## src/rtl/debug_volcado_datos.sv

```systemverilog
// Data-memory dump engine: reads every cell through the debug port and streams
// each word MSB-first as bytes over a valid/ready handshake to the UART TX.
//
//   state   | meaning
//   --------+-----------------------------------------------------------
//   ST_IDLE | waiting for i_Start, address forced to 0
//   ST_WAIT | address driven, memory read settles, word captured at edge
//   ST_SEND | shadow top byte offered, shifts out on each accepted byte
//   ST_DONE | one-cycle completion pulse
module debug_volcado_datos #(
  parameter int NBITS  = 32,
  parameter int CELDAS = 16,
  parameter int NBYTE  = 8
) (
  input  logic             i_clk,
  input  logic             i_reset,
  input  logic             i_Start,
  output logic [NBITS-1:0] o_DebugDireccion,
  input  logic [NBITS-1:0] i_DebugDato,
  output logic [NBYTE-1:0] o_TxDato,
  output logic             o_TxValid,
  input  logic             i_TxReady,
  output logic             o_Busy,
  output logic             o_Done
);

  localparam int NB  = NBITS / NBYTE;
  localparam int BCW = (NB > 1) ? $clog2(NB) : 1;
  localparam int WCW = (CELDAS > 1) ? $clog2(CELDAS) : 1;
  localparam logic [BCW-1:0] LAST_BYTE = BCW'(NB - 1);
  localparam logic [WCW-1:0] LAST_WORD = WCW'(CELDAS - 1);

  typedef enum logic [1:0] {ST_IDLE, ST_WAIT, ST_SEND, ST_DONE} state_t;

  state_t           state_q,  state_d;
  logic [WCW-1:0]   word_q,   word_d;
  logic [BCW-1:0]   byte_q,   byte_d;
  logic [NBITS-1:0] shadow_q, shadow_d;

  always_ff @(posedge i_clk or negedge i_reset) begin
    if (!i_reset) begin
      state_q  <= ST_IDLE;
      word_q   <= '0;
      byte_q   <= '0;
      shadow_q <= '0;
    end else begin
      state_q  <= state_d;
      word_q   <= word_d;
      byte_q   <= byte_d;
      shadow_q <= shadow_d;
    end
  end

  always_comb begin
    state_d  = state_q;
    word_d   = word_q;
    byte_d   = byte_q;
    shadow_d = shadow_q;
    case (state_q)
      ST_IDLE: begin
        if (i_Start) begin
          word_d  = '0;
          state_d = ST_WAIT;
        end
      end
      ST_WAIT: begin
        shadow_d = i_DebugDato;
        byte_d   = '0;
        state_d  = ST_SEND;
      end
      ST_SEND: begin
        // Nothing moves until the byte is accepted, so backpressure holds everything.
        if (i_TxReady) begin
          if (byte_q != LAST_BYTE) begin
            shadow_d = shadow_q << NBYTE;
            byte_d   = byte_q + 1'b1;
          end else if (word_q == LAST_WORD) begin
            state_d = ST_DONE;
          end else begin
            word_d  = word_q + 1'b1;
            state_d = ST_WAIT;
          end
        end
      end
      ST_DONE: state_d = ST_IDLE;
      default: state_d = ST_IDLE;
    endcase
  end

  assign o_TxValid        = (state_q == ST_SEND);
  assign o_TxDato         = o_TxValid ? shadow_q[NBITS-1 -: NBYTE] : '0;
  assign o_Busy           = (state_q != ST_IDLE);
  assign o_Done           = (state_q == ST_DONE);
  assign o_DebugDireccion = (state_q == ST_IDLE) ? '0 : NBITS'(word_q);

endmodule
```

## config.mk

```make
export PLATFORM = sky130hd
export DESIGN_NAME = debug_volcado_datos
export DESIGN_NICKNAME = d
export VERILOG_FILES = /design/src/rtl/debug_volcado_datos.sv
export SDC_FILE = /design/constraint.sdc
export NUM_CORES = 1
export LEC_CHECK = 0
export ABC_AREA = 1
export ABC_CLOCK_PERIOD_IN_PS = 1700
export BUFFER_PORTS_ARGS = -buffer_cell sky130_fd_sc_hd__buf_2
export CAP_MARGIN = 10
export CELL_PAD_IN_SITES_DETAIL_PLACEMENT = 0
export CELL_PAD_IN_SITES_GLOBAL_PLACEMENT = 1
export CORE_UTILIZATION = 36
export CTS_BUF_LIST = sky130_fd_sc_hd__clkbuf_16
export CTS_CLUSTER_DIAMETER = 60
export CTS_CLUSTER_SIZE = 16
export DETAILED_ROUTE_END_ITERATION = 8
export HOLD_SLACK_MARGIN = 0.12
export PLACE_DENSITY_LB_ADDON = 0.1
export SYNTH_ARGS = -nofsm -noshare
export SYNTH_HDL_FRONTEND = slang
export SYNTH_SLANG_ARGS = --single-unit
```

## constraint.sdc

```tcl
create_clock -name i_clk -period 1.7 [get_ports i_clk]
set_input_delay 0.51 -clock i_clk [delete_from_list [all_inputs] [get_ports i_clk]]
set_output_delay 0.51 -clock i_clk [all_outputs]
set_load 0.1 [all_outputs]
```

Word-level counts from Yosys, hierarchy flattened
Cells that the tools add are included.
{"block": "classes", "n_addsub": 2, "n_mul": 0, "n_div": 0, "n_lt_le_gt_ge": 0, "n_eq_ne": 10, "n_shift": 0, "mux": 18, "n_bitwise": 0, "reduce_logical": 7}
{"cell": "32-bit 2-to-1 mux", "n": 2}
{"cell": "32-bit case mux with 2 select lines", "n": 1}
{"cell": "4-bit 2-to-1 mux", "n": 5}
{"cell": "2-bit 2-to-1 mux", "n": 6}
{"cell": "8-bit 2-to-1 mux", "n": 1}
{"cell": "2-bit inequality test, second input constant", "n": 4}
{"cell": "2-bit case mux with 4 select lines", "n": 1}
{"cell": "4-bit case mux with 2 select lines", "n": 1}
{"cell": "3-bit AND reduction", "n": 2}
{"cell": "2-bit nonzero test", "n": 3}
{"cell": "5-bit AND reduction", "n": 1}
{"cell": "4-bit by 1-bit adder with 4-bit output, second input constant", "n": 1}
{"cell": "2-bit equality test, second input constant", "n": 2}
{"cell": "4-bit equality test, second input constant", "n": 1}
{"cell": "2-bit by 1-bit inequality test with 1-bit output, second input constant", "n": 2}
{"cell": "2-bit case mux with 2 select lines", "n": 1}
{"cell": "2-bit by 1-bit adder with 2-bit output, second input constant", "n": 1}
{"cell": "2-bit by 1-bit equality test with 1-bit output, second input constant", "n": 1}
{"cell": "2-bit zero test", "n": 1}
{"block": "totals", "register_bits": 40, "latchBits": 0, "ram_bits": 0, "mem_bits_ro": 0, "out_inout_bits": 43, "word_cells": 41, "n_memories": 0}

Longest topological paths before layout
Gate-level depths: netlist (run 1).
{"block": "depth", "ltp_word": 5, "ltp_mapped": 9}

Worst setup path before layout (run 1)
No wires, ideal clock.
{"block": "synth_timing", "kind": "reg-to-output", "startpoint": "reg state_q[0]", "endpoint": "out o_TxDato[0]", "t_arrival_ns": 2.136, "required_ns": 1.190, "setup_slack_ns": -0.946, "stages_incl_launch_ff": 6, "path_buffers": 2, "path_cell_list": "dfrtp_1 -> inv_2 -> nand2_2 -> buf_4 -> buf_2 -> nor2_1"}
{"block": "synth_via", "elab_chain_len": 2}
{"item": "start, declared", "line": "35", "rtl": "state_t state_q, state_d;"}
{"item": "start signal, assigned", "line": "47", "rtl": "state_q <= state_d;"}
{"item": "2-bit equality test", "line": "90", "rtl": "assign o_TxValid = (state_q == ST_SEND);"}
{"item": "8-bit 2-to-1 mux", "line": "91", "rtl": "assign o_TxDato = o_TxValid ? shadow_q[NBITS-1 -: NBYTE] : '0;"}
{"item": "end, declared", "line": "20", "rtl": "output logic [NBYTE-1:0] o_TxDato,"}
No other way between the ends.

Final worst setup path (run 1)
Same ends and word-level chain as after synthesis.

==> impl_results.md, run 1 <==
- Post-synth cell types: 21
- CP arrival: 1.24 ns
- Cell Pwr Density: between 2000 and 2500 nW/um2
- Final hold viol count: 0
- Leakage power: between 1.5 and 2 nW
- Number of CTS-inserted buffers: 5
- IO Port Bufs: 50
- ANT cells: 0
- Post-route antenna net violation count: 0
- Worst hold path class: in2async
- Total congestion overflow: 0
- DR DRC count: 0
- Area delta synth->final: 35.7%
- GRT Total Usage: 0.167
- Final slew viol count: 0
- Util after Layout: 0.520
- Fmax: 0.572 GHz
- Metal1 wirelength: 2350 um
- TritonCTS clock tree: done
- Worst vdd ir: around 1.1 mV
- Post-Syn Area: ~2300 um2
- Largest net degree at the start of global routing: 41
- Ratio of cells with drive above 1 in the final layout: 0.327
- Critical-path top delay cell: dfrtp_2
- I/O pins: approximately 80
- Core outline area: 6100 um2
- Synth warnings: 0
- Top sig layer: met4
- Vias per Instance: about 4.5
- Final worst slack: -0.0497 ns
- Post-Syn Instances: 300
- Final Setup Violations: 15
- FF-to-FF Start: state_q[0]$_DFFE_PN0P_
- Most common cell after layout, fill and taps aside: nand2_1
- Skew-Pair Late Insertion Delay: between 0.2 and 0.3 ns
- 1st-iter DRT viols: 56
- Average size of a mapped cell: about 7.8 um2
- Die Span Y: between 80 and 90 um
- Clock slew at reported path FFs: 0.06 ns
- Vias in the first global route: 1807
- RSZ-0062 raised after global routing: true
- Vias: a little under 2000
- Synth Register Bits: 40
- H-tree depth: 2
- Failing checks: setup timing
- Wire length on met3: ~230 um
- CTS sink cnt: 40
- Wire length per cell: 11.7 um
- CP Data Required Time: ~1.2 ns
- Sequential cell area fraction in the yosys report: 0.428
- First-pass GRT wire length: between 8000 and 9000 um
- Non-Filler Instances: between 400 and 500
- Nets: roughly 400
- Critical path cell sequence: inv_2 > nand2_8 > nor2_4 > buf_12
- CP Launch Type: register
- Dpl ws: approximately 0.13 ns
- Die W: slightly above 80 um
- Clock Tree Root: clkbuf_16
- Setup crit end kind: output port
- # Max-Cap Violations: 0
- Commonest cells after routing, fill and taps aside: 69 x nand2_1, 40 x inv_1, 38 x dfrtp_1
- Starting Density: 0.383
- 1st-pass router iterations: 4
- Die ar.: just under 7000 um2
- Worst Path Max Fanout: 11
- Initial antenna violation count: 0
- Status: complete, but fails checks
- Filler instances: roughly 590
- Final WL: 5080 um
- WL met2: around 2500 um
- Final Cycle Share: 1.03
- Post-layout min period: around 1.7 ns
- Cells after DPL: ~420
- Top Family by Delay on Critical Path: flip-flops
- Slowest cell delay on critical path: approximately 0.43 ns
- GP Congestion: between 0.8 and 0.9
- Rows: 28
- Worst-case clock buffer depth: 2
- FF+latch area: between 1000 and 1500 um2
- Skew final: slightly below 0.004 ns
- Bufs and invs on worst path: 2
- Kind of critical path: reg2out
- Multi-input gate area: 1090 um2
- Final HPWL DP: ~3500 um
- CP Launch Point: state_q[0]$_DFFE_PN0P_
==> worst reg2reg max path, cell delays in order, from the launching register on <==
cell and delay [ns]:
dfrtp_2 0.43, inv_2 0.10, nand2_8 0.12, buf_4 0.17
nor2_2 0.11, nand2_2 0.10, nand2_4 0.14, clkbuf_16 0.19
o21ai_0 0.08
==> cell usage after synthesis <==
master    count  share of area
buf_2         4         0.0086
nor2_1       22          0.035
nor2_2        2         0.0054
inv_1        41          0.066
buf_6         5          0.024
buf_4        29          0.093
a21oi_1       1         0.0021
ha_1          2          0.011
o21bai_1      1         0.0032
o21ai_1       2         0.0043
nand4_1       2         0.0054
o21ai_2      20          0.075
nand2_2       2         0.0054
nand3_1      14          0.030
clkbuf_1      4         0.0064
inv_2         1         0.0016
nand2_1      71           0.11
dfrtp_1      40           0.43
o21ai_0      35          0.075
nand3_2       1         0.0043
conb_1        1         0.0016
==> report_power, final <==
part           switching [mW]  total, mW  internal [mW]
clock network           0.368       1.05          0.684
logic                    2.82       4.29           1.47
registers               0.171       1.55           1.38
total                    3.36       6.89           3.53
==> worst paths after layout <==
kind,end,slack (ns),cells after the start
min,shadow_q[19]$_DFFE_PN0P_,0.20,2
max in group asynchronous,state_q[1]$_DFFE_PN0P_,1.28,2
min in group i_clk,shadow_q[6]$_DFFE_PN0P_,0.46,3
min reg2reg,word_q[3]$_DFFE_PN0P_,0.51,2
max,o_TxDato[0],-0.05,4
max reg2reg,shadow_q[2]$_DFFE_PN0P_,0.13,8
==> kinds of logic (layout without fill, tap and decap cells) <==
family,count (synthesis),after routing,share of synthesized area
simple gates,114,114,0.200
buf+inv,84,115,0.200
compound gates,59,59,0.160
flops,40,40,0.428
fa+ha+maj,2,2,0.0107
other cells,1,28,0.00161
==> routing by layer <==
metal,global-route usage,vias up
met5,0,-
met4,0.0569,0
met3,0.0374,4
met2,0.280,52
met1,0.211,912
li1,-,986
==> repair_timing <==
| action | in CTS | in global routing |
|---|---|---|
| pin swaps | 3 | 1 |
| gates cloned | 0 | 1 |
| hold buffers | 0 | 0 |
| setup endpoints to repair | 15 | 16 |
| resized for setup | 9 | 5 |
| buffers inserted | 5 | 0 |
| endpoints found under the hold margin | 0 | 0 |
==> final cells by class <==
| cell class | instances | share of cell area |
|---|---|---|
| clock inverter | 3 | 0.0122 |
| sequential | 40 | 0.316 |
| tap | 75 | 0.0296 |
| multi-input combinational | 203 | 0.344 |
| clock buffer | 5 | 0.0395 |
| inverter | 42 | 0.0517 |
| timing repair buffer | 65 | 0.206 |
==> registers in the layout, indices dropped and copies added (netlist names) <==
name / flops
byte_q: 2
shadow_q: 32
state_q: 2
word_q: 4
==> through the flow <==
step | setup TNS [ns] | instance area (um2) | total power [mW] | hold slack [ns]
2_1_floorplan | -1.87 | 2540 | 4.65 | 0.214
3_3_place_gp | 0 | 2890 | 5.52 | 0.488
3_5_place_dp | 0 | 2890 | 5.57 | 0.492
4_1_cts | -0.902 | 3120 | 6.83 | 0.211
5_1_grt | -1.43 | 3170 | 7.41 | 0.221
6_report | -0.635 | 3170 | 6.89 | 0.198
(Power assumes the default switching activity.)
==> inputs of run 2 (changes only) <==
RECOVER_POWER = 25   (was not set)
==> impl_results.md, run 2 (synthesis results as in run 1) <==
- Worst-case clock buffer depth: 2 (unchanged)
- Post-layout min period: 1.75 ns (+0.0000232 ns)
- TritonCTS clock tree: done
- Die W: 82.6 um (unchanged)
- Starting Density: 0.383 (unchanged)
- IO Port Bufs: 50 (unchanged)
- Clock share of power: 0.153 (about the same)
- Nets: 395 (unchanged)
- Worst hold path class: in2reg
- Filler instances: 594 (+0.34%)
- Final Cycle Share: 1.03 (about the same)
- # Max-Cap Violations: 0 (unchanged)
- 1st-iter DRT viols: 56 (unchanged)
- Final worst slack: -0.0497 ns (-0.0000232 ns)
- CTS sink cnt: 40 (unchanged)
- Die ar.: 6820 um2 (unchanged)
- Vias per Instance: 4.50 (-0.26%)
- I/O pins: 79 (unchanged)
- Final WL: 5090 um (about the same)
- Wire length per cell: 11.7 um (about the same)
- Failing checks: setup timing
- Worst reg2reg path depth: 8 (unchanged)
- Total congestion overflow: 0 (unchanged)
- Reg2reg end: shadow_q[2]$_DFFE_PN0P_
- Switching power: 3.36 mW (about the same)
- Core outline area: 6100 um2 (unchanged)
- Area delta synth->final: 35.1%
- GRT Total Usage: 0.167 (unchanged)
- Hold worst-path end: shadow_q[6]$_DFFE_PN0P_
- H-tree depth: 2 (unchanged)
- Fmax: 0.572 GHz (about the same)
- Most common cell after layout, fill and taps aside: nand2_1
- Leakage power: 1.56 nW (-0.34%)
- Setup crit end kind: output port
- Rows: 28 (unchanged)
- Vias: 1949 (-0.26%)
- Final Hold Slack: 0.465 ns (+0.267 ns)
- Multi-input gate area: 1090 um2 (unchanged)
- Design Area, Final: 3160 um2 (-0.47%)
- Commonest cells after routing, fill and taps aside: 69 x nand2_1, 40 x inv_1, 38 x dfrtp_1
- RSZ-0062 raised after global routing: true
- CP Launch Type: register
- Int Pwr: 3.53 mW (-0.12%)
- FF-to-FF Start: state_q[0]$_DFFE_PN0P_
- Cell Pwr Density: 2180 nW/um2 (+0.42%)
- Post-route antenna net violation count: 0 (unchanged)
- Worst Path Max Fanout: 11 (unchanged)
- First-pass GRT wire length: 8470 um (unchanged)
- Skew-Pair Late Insertion Delay: 0.28 ns (about the same)
- DR DRC count: 0 (unchanged)
- Total power: 6.88 mW (about the same)
- FF+latch area: 1000 um2 (unchanged)
- Slew margin rel.: 0.303
- Hold Crit Start: i_DebugDato[6]
- Kind of critical path: reg2out
- Largest Register: shadow_q
- Tightest Pin Transition: roughly 1.0 ns
- Regs by FF count: shadow_q x32, word_q x4
- Clock Tree Root: clkbuf_16
- Status: complete, but fails checks
- Vias in the first global route: 1807 (unchanged)
- Final slew viol count: 0 (unchanged)
- GP Congestion: 0.833 (unchanged)
- 1st-pass router iterations: 4 (unchanged)
- Number of CTS-inserted buffers: 5 (unchanged)
- Max reg flops: 32 (unchanged)
- Worst vdd ir: 1.10 mV (about the same)
- Skew final: 0.00385 ns (unchanged)
- Final HPWL DP: 3540 um (unchanged)
- CP arrival: 1.24 ns (about the same)
- Clock slew at reported path FFs: 0.06 ns (about the same)
- Share of total power in sequential cells: 0.225 (about the same)
- Ratio of cells with drive above 1 in the final layout: 0.327 (unchanged)
- Hold depth: 3
- Final hold viol count: 0 (unchanged)
- Largest net degree at the start of global routing: 41 (unchanged)
- CP Data Required Time: 1.19 ns (about the same)
- Initial antenna violation count: 0 (unchanged)
- Switching Share: 0.488 (about the same)
- Placed inst area: 2890 um2 (unchanged)
- ANT cells: 0 (unchanged)
- Combinational Power Share: 0.622 (about the same)
- Final Setup Violations: 15 (unchanged)
- Die Span Y: 82.6 um (unchanged)
- Worst R2R Setup Slack: 0.13 ns (about the same)
- Util after Layout: 0.518 (-0.00246)
run 2: changes by cell type in the layout (fill, tap and decap cells not counted), sizes merged:
cell,change
clkbuf,+1
buf,-1
run 2: cell type report:
type,count,share of cell area
Timing Repair Buffer,65,0.203
Clock buffer,5,0.0397
Tap cell,75,0.0297
Multi-Input combinational cell,203,0.346
Inverter,42,0.0519
Clock inverter,3,0.0123
Sequential cell,40,0.318
run 2: routing by layer:
layer  vias up  global-route usage  share of wire
li1        986                   -              -
met1       907               0.211           0.47
met2        52               0.280           0.48
met3         4              0.0374          0.045
met4         0              0.0569         0.0087
met5         -                   0              0
run 2: repair_timing:
item | in CTS | in global routing
hold buffers | 0 | 0
endpoints found under the setup margin | 15 | 16
gates cloned | 0 | 1
pin swaps | 3 | 1
hold endpoints to repair | 0 | 0
setup buffers | 5 | 0
gates resized for setup | 9 | 5
run 2: critical path, stage by stage (launching register included):
cell,delay [ns]
dfrtp_2,0.43
inv_2,0.10
nand2_8,0.12
nor2_4,0.13
buf_12,0.18
run 2: stage by stage:
stage                     std cells  TNS, ns  setup WS [ns]
after floorplan                 327    -1.87         -0.176
after global placement          419        0          0.149
after detailed placement        419        0          0.132
after CTS                       432   -0.902        -0.0750
after global routing            433    -1.43         -0.103
final                           433   -0.635        -0.0497
run 2: power by group through the flow:
stage / combinational [mW] / sequential, mW / clock [mW]
after floorplan: 3.13 / 1.52 / 0
after global placement: 3.98 / 1.53 / 0
after detailed placement: 4.02 / 1.55 / 0
after CTS: 4.20 / 1.55 / 1.08
after global routing: 4.68 / 1.60 / 1.12
final: 4.28 / 1.55 / 1.05
run 2: worst max-delay path by stage:
stage,start,to,cells past startpoint
2_1_floorplan,state_q[1]$_DFFE_PN0P_,o_DebugDireccion[0],2
3_3_place_gp,state_q[0]$_DFFE_PN0P_,o_Done,4
3_5_place_dp,state_q[1]$_DFFE_PN0P_,o_TxDato[1],3
4_1_cts,state_q[1]$_DFFE_PN0P_,o_DebugDireccion[3],4
5_1_grt,state_q[0]$_DFFE_PN0P_,o_TxDato[1],4
6_report,state_q[0]$_DFFE_PN0P_,o_TxDato[0],4
==> inputs of run 3 (changes only) <==
REMOVE_ABC_BUFFERS = 1   (was not set)
==> impl_results.md, run 3 (synthesis results as in run 1) <==
- Slowest cell delay on critical path: 0.41 ns (-0.02 ns)
- Number of CTS-inserted buffers: 5 (unchanged)
- Post-route antenna net violation count: 0 (unchanged)
- CTS sink cnt: 40 (unchanged)
- Vias in the first global route: 1844 (+2.0%)
- Vias: 1950 (+0.051%)
- Starting Density: 0.383 (unchanged)
- Final Cycle Share: 1.05 (+0.0176)
- 1st-iter DRT viols: 47 (-16%)
- GP Congestion: 0.816 (-2.0%)
- Final hold viol count: 0 (unchanged)
- Failing checks: setup timing
- Wire length per cell: 11.6 um (-1.5%)
- Clock Tree Root: clkbuf_16
- Largest Register: shadow_q
- Filler instances: 600 (+1.0%)
- DR DRC count: 0 (unchanged)
- Worst vdd ir: 1.10 mV (-0.46%)
- Final worst slack: -0.0796 ns (-0.0299 ns)
- Top cell by count, worst path: buf_12
- CP Launch Type: register
- Post-layout min period: 1.78 ns (+0.0299 ns)
- # Max-Cap Violations: 0 (unchanged)
- Leakage power: 1.65 nW (+5.8%)
- Critical-path top delay cell: dfrtp_1
- Final Setup Violations: 15 (unchanged)
- Worst Path Max Fanout: 8 (-3)
- WL met2: 2450 um (+0.70%)
- First-pass GRT wire length: 8410 um (-0.65%)
- RSZ-0062 raised after global routing: true
- Initial antenna violation count: 0 (unchanged)
- ANT cells: 0 (unchanged)
- Most common cell after layout, fill and taps aside: nand2_1
- TritonCTS clock tree: done
- Status: complete, but fails checks
- Clock slew at reported path FFs: 0.06 ns (about the same)
- Largest net degree at the start of global routing: 25 (-39%)
- Vias per Instance: 4.38 (-2.6%)
- Skew final: 0.00401 ns (+0.000161 ns)
- Skew-Pair Late Insertion Delay: 0.28 ns (about the same)
- H-tree depth: 2 (unchanged)
- Die ar.: 6820 um2 (unchanged)
- Kind of critical path: reg2out
- Final slew viol count: 0 (unchanged)
- CP Data Required Time: 1.19 ns (about the same)
- Fmax: 0.562 GHz (-1.7%)
- 1st-pass router iterations: 4 (unchanged)
- Die W: 82.6 um (unchanged)
- Final WL: 5150 um (+1.2%)
- Max reg flops: 32 (unchanged)
- Commonest cells after routing, fill and taps aside: 70 x nand2_1, 40 x inv_1, 39 x dfrtp_1
- Bufs and invs on worst path: 3 (+1)
- Top Family by Delay on Critical Path: flip-flops
- Worst hold path class: in2async
- GRT Total Usage: 0.169 (+0.00206)
- Dpl ws: 0.0530 ns (-0.0794 ns)
- Hold_buf cts: 0 (unchanged)
- Nets: 407 (+3.0%)
- Die Span Y: 82.6 um (unchanged)
- I/O pins: 79 (unchanged)
- Top sig layer: met4
- Slew margin rel.: 0.428 (+0.125)
- Core outline area: 6100 um2 (unchanged)
- Wire length on met3: 230 um (-0.43%)
- Worst-case clock buffer depth: 2 (unchanged)
- Total congestion overflow: 0 (unchanged)
- Metal1 wirelength: 2380 um (+0.17%)
- Ratio of cells with drive above 1 in the final layout: 0.332 (+0.00562)
- Critical path cell sequence: inv_2 > nand2_4 > buf_12 > nor2_4 > buf_12
- Final HPWL DP: 3430 um (-2.9%)
- Cell Pwr Density: 2190 nW/um2 (+0.32%)
- Regs by FF count: shadow_q x32, word_q x4
- Area delta synth->final: 40.5%
- IO Port Bufs: 50 (unchanged)
- Total power: 7.19 mW (+4.4%)
- Rows: 28 (unchanged)
- Setup crit end kind: output port
- CP arrival: 1.27 ns (+0.03 ns)
- Tightest Pin Transition: 0.859 ns (-0.187 ns)
-- run 3: final timing paths --
kind | from | endpoint | slack [ns] | depth (start not counted)
worst min-delay path | i_reset | shadow_q[24]$_DFFE_PN0P_ | 0.31 | 1
max in group asynchronous | i_reset | state_q[1]$_DFFE_PN0P_ | 0.39 | 2
worst min register to register | byte_q[1]$_DFFE_PN0P_ | byte_q[1]$_DFFE_PN0P_ | 0.50 | 2
min in group i_clk | i_DebugDato[3] | shadow_q[3]$_DFFE_PN0P_ | 0.47 | 3
worst max register to register | state_q[0]$_DFFE_PN0P_ | shadow_q[5]$_DFFE_PN0P_ | 0.12 | 9
worst max-delay path | state_q[0]$_DFFE_PN0P_ | o_TxDato[3] | -0.08 | 5
-- run 3: per-stage QoR --
stage               hold WS [ns]  utilization  instance area (um2)  TNS, ns  std cells
floorplan                  0.214            -                 2130   -48.01        285
global placement           0.468        0.472                 2880        0        425
detailed placement         0.458        0.472                 2880        0        425
CTS                        0.158        0.528                 3220   -0.983        442
global route               0.398        0.539                 3280    -1.72        445
finish                     0.312        0.539                 3280   -0.771        445
-- run 3: final cells by class --
type / count / area [um2] / area share
multi-input combinational: 203 / 1080 / 0.328
timing repair buffer: 77 / 790 / 0.240
tap: 75 / 93.8 / 0.0286
clock buffer: 5 / 125 / 0.0381
inverter: 42 / 158 / 0.0480
clock inverter: 3 / 37.5 / 0.0114
sequential: 40 / 1000 / 0.305
-- run 3: timing repair --
item | in CTS | in global routing
pin swaps | 2 | 1
gates cloned | 1 | 2
setup endpoints to repair | 15 | 30
setup buffers | 8 | 1
resized for setup | 26 | 5
-- run 3: power breakdown --
part	switching, mW	internal (mW)
registers	0.149	1.38
logic	2.84	1.77
clock network	0.366	0.682
total	3.36	3.83
-- run 3: worst reg2reg max path, stage by stage, from the launching register on --
cell	delay, ns
dfrtp_1	0.41
inv_2	0.08
nand2_4	0.07
buf_12	0.16
buf_4	0.14
nor2_4	0.09
nand2_2	0.09
nand2_4	0.15
clkbuf_16	0.20
o21ai_0	0.08
-- run 3: routing by layer --
metal,track usage,up-vias
met3,0.0374,7
met4,0.0655,0
met2,0.283,52
met1,0.212,879
met5,0,-
li1,-,1012
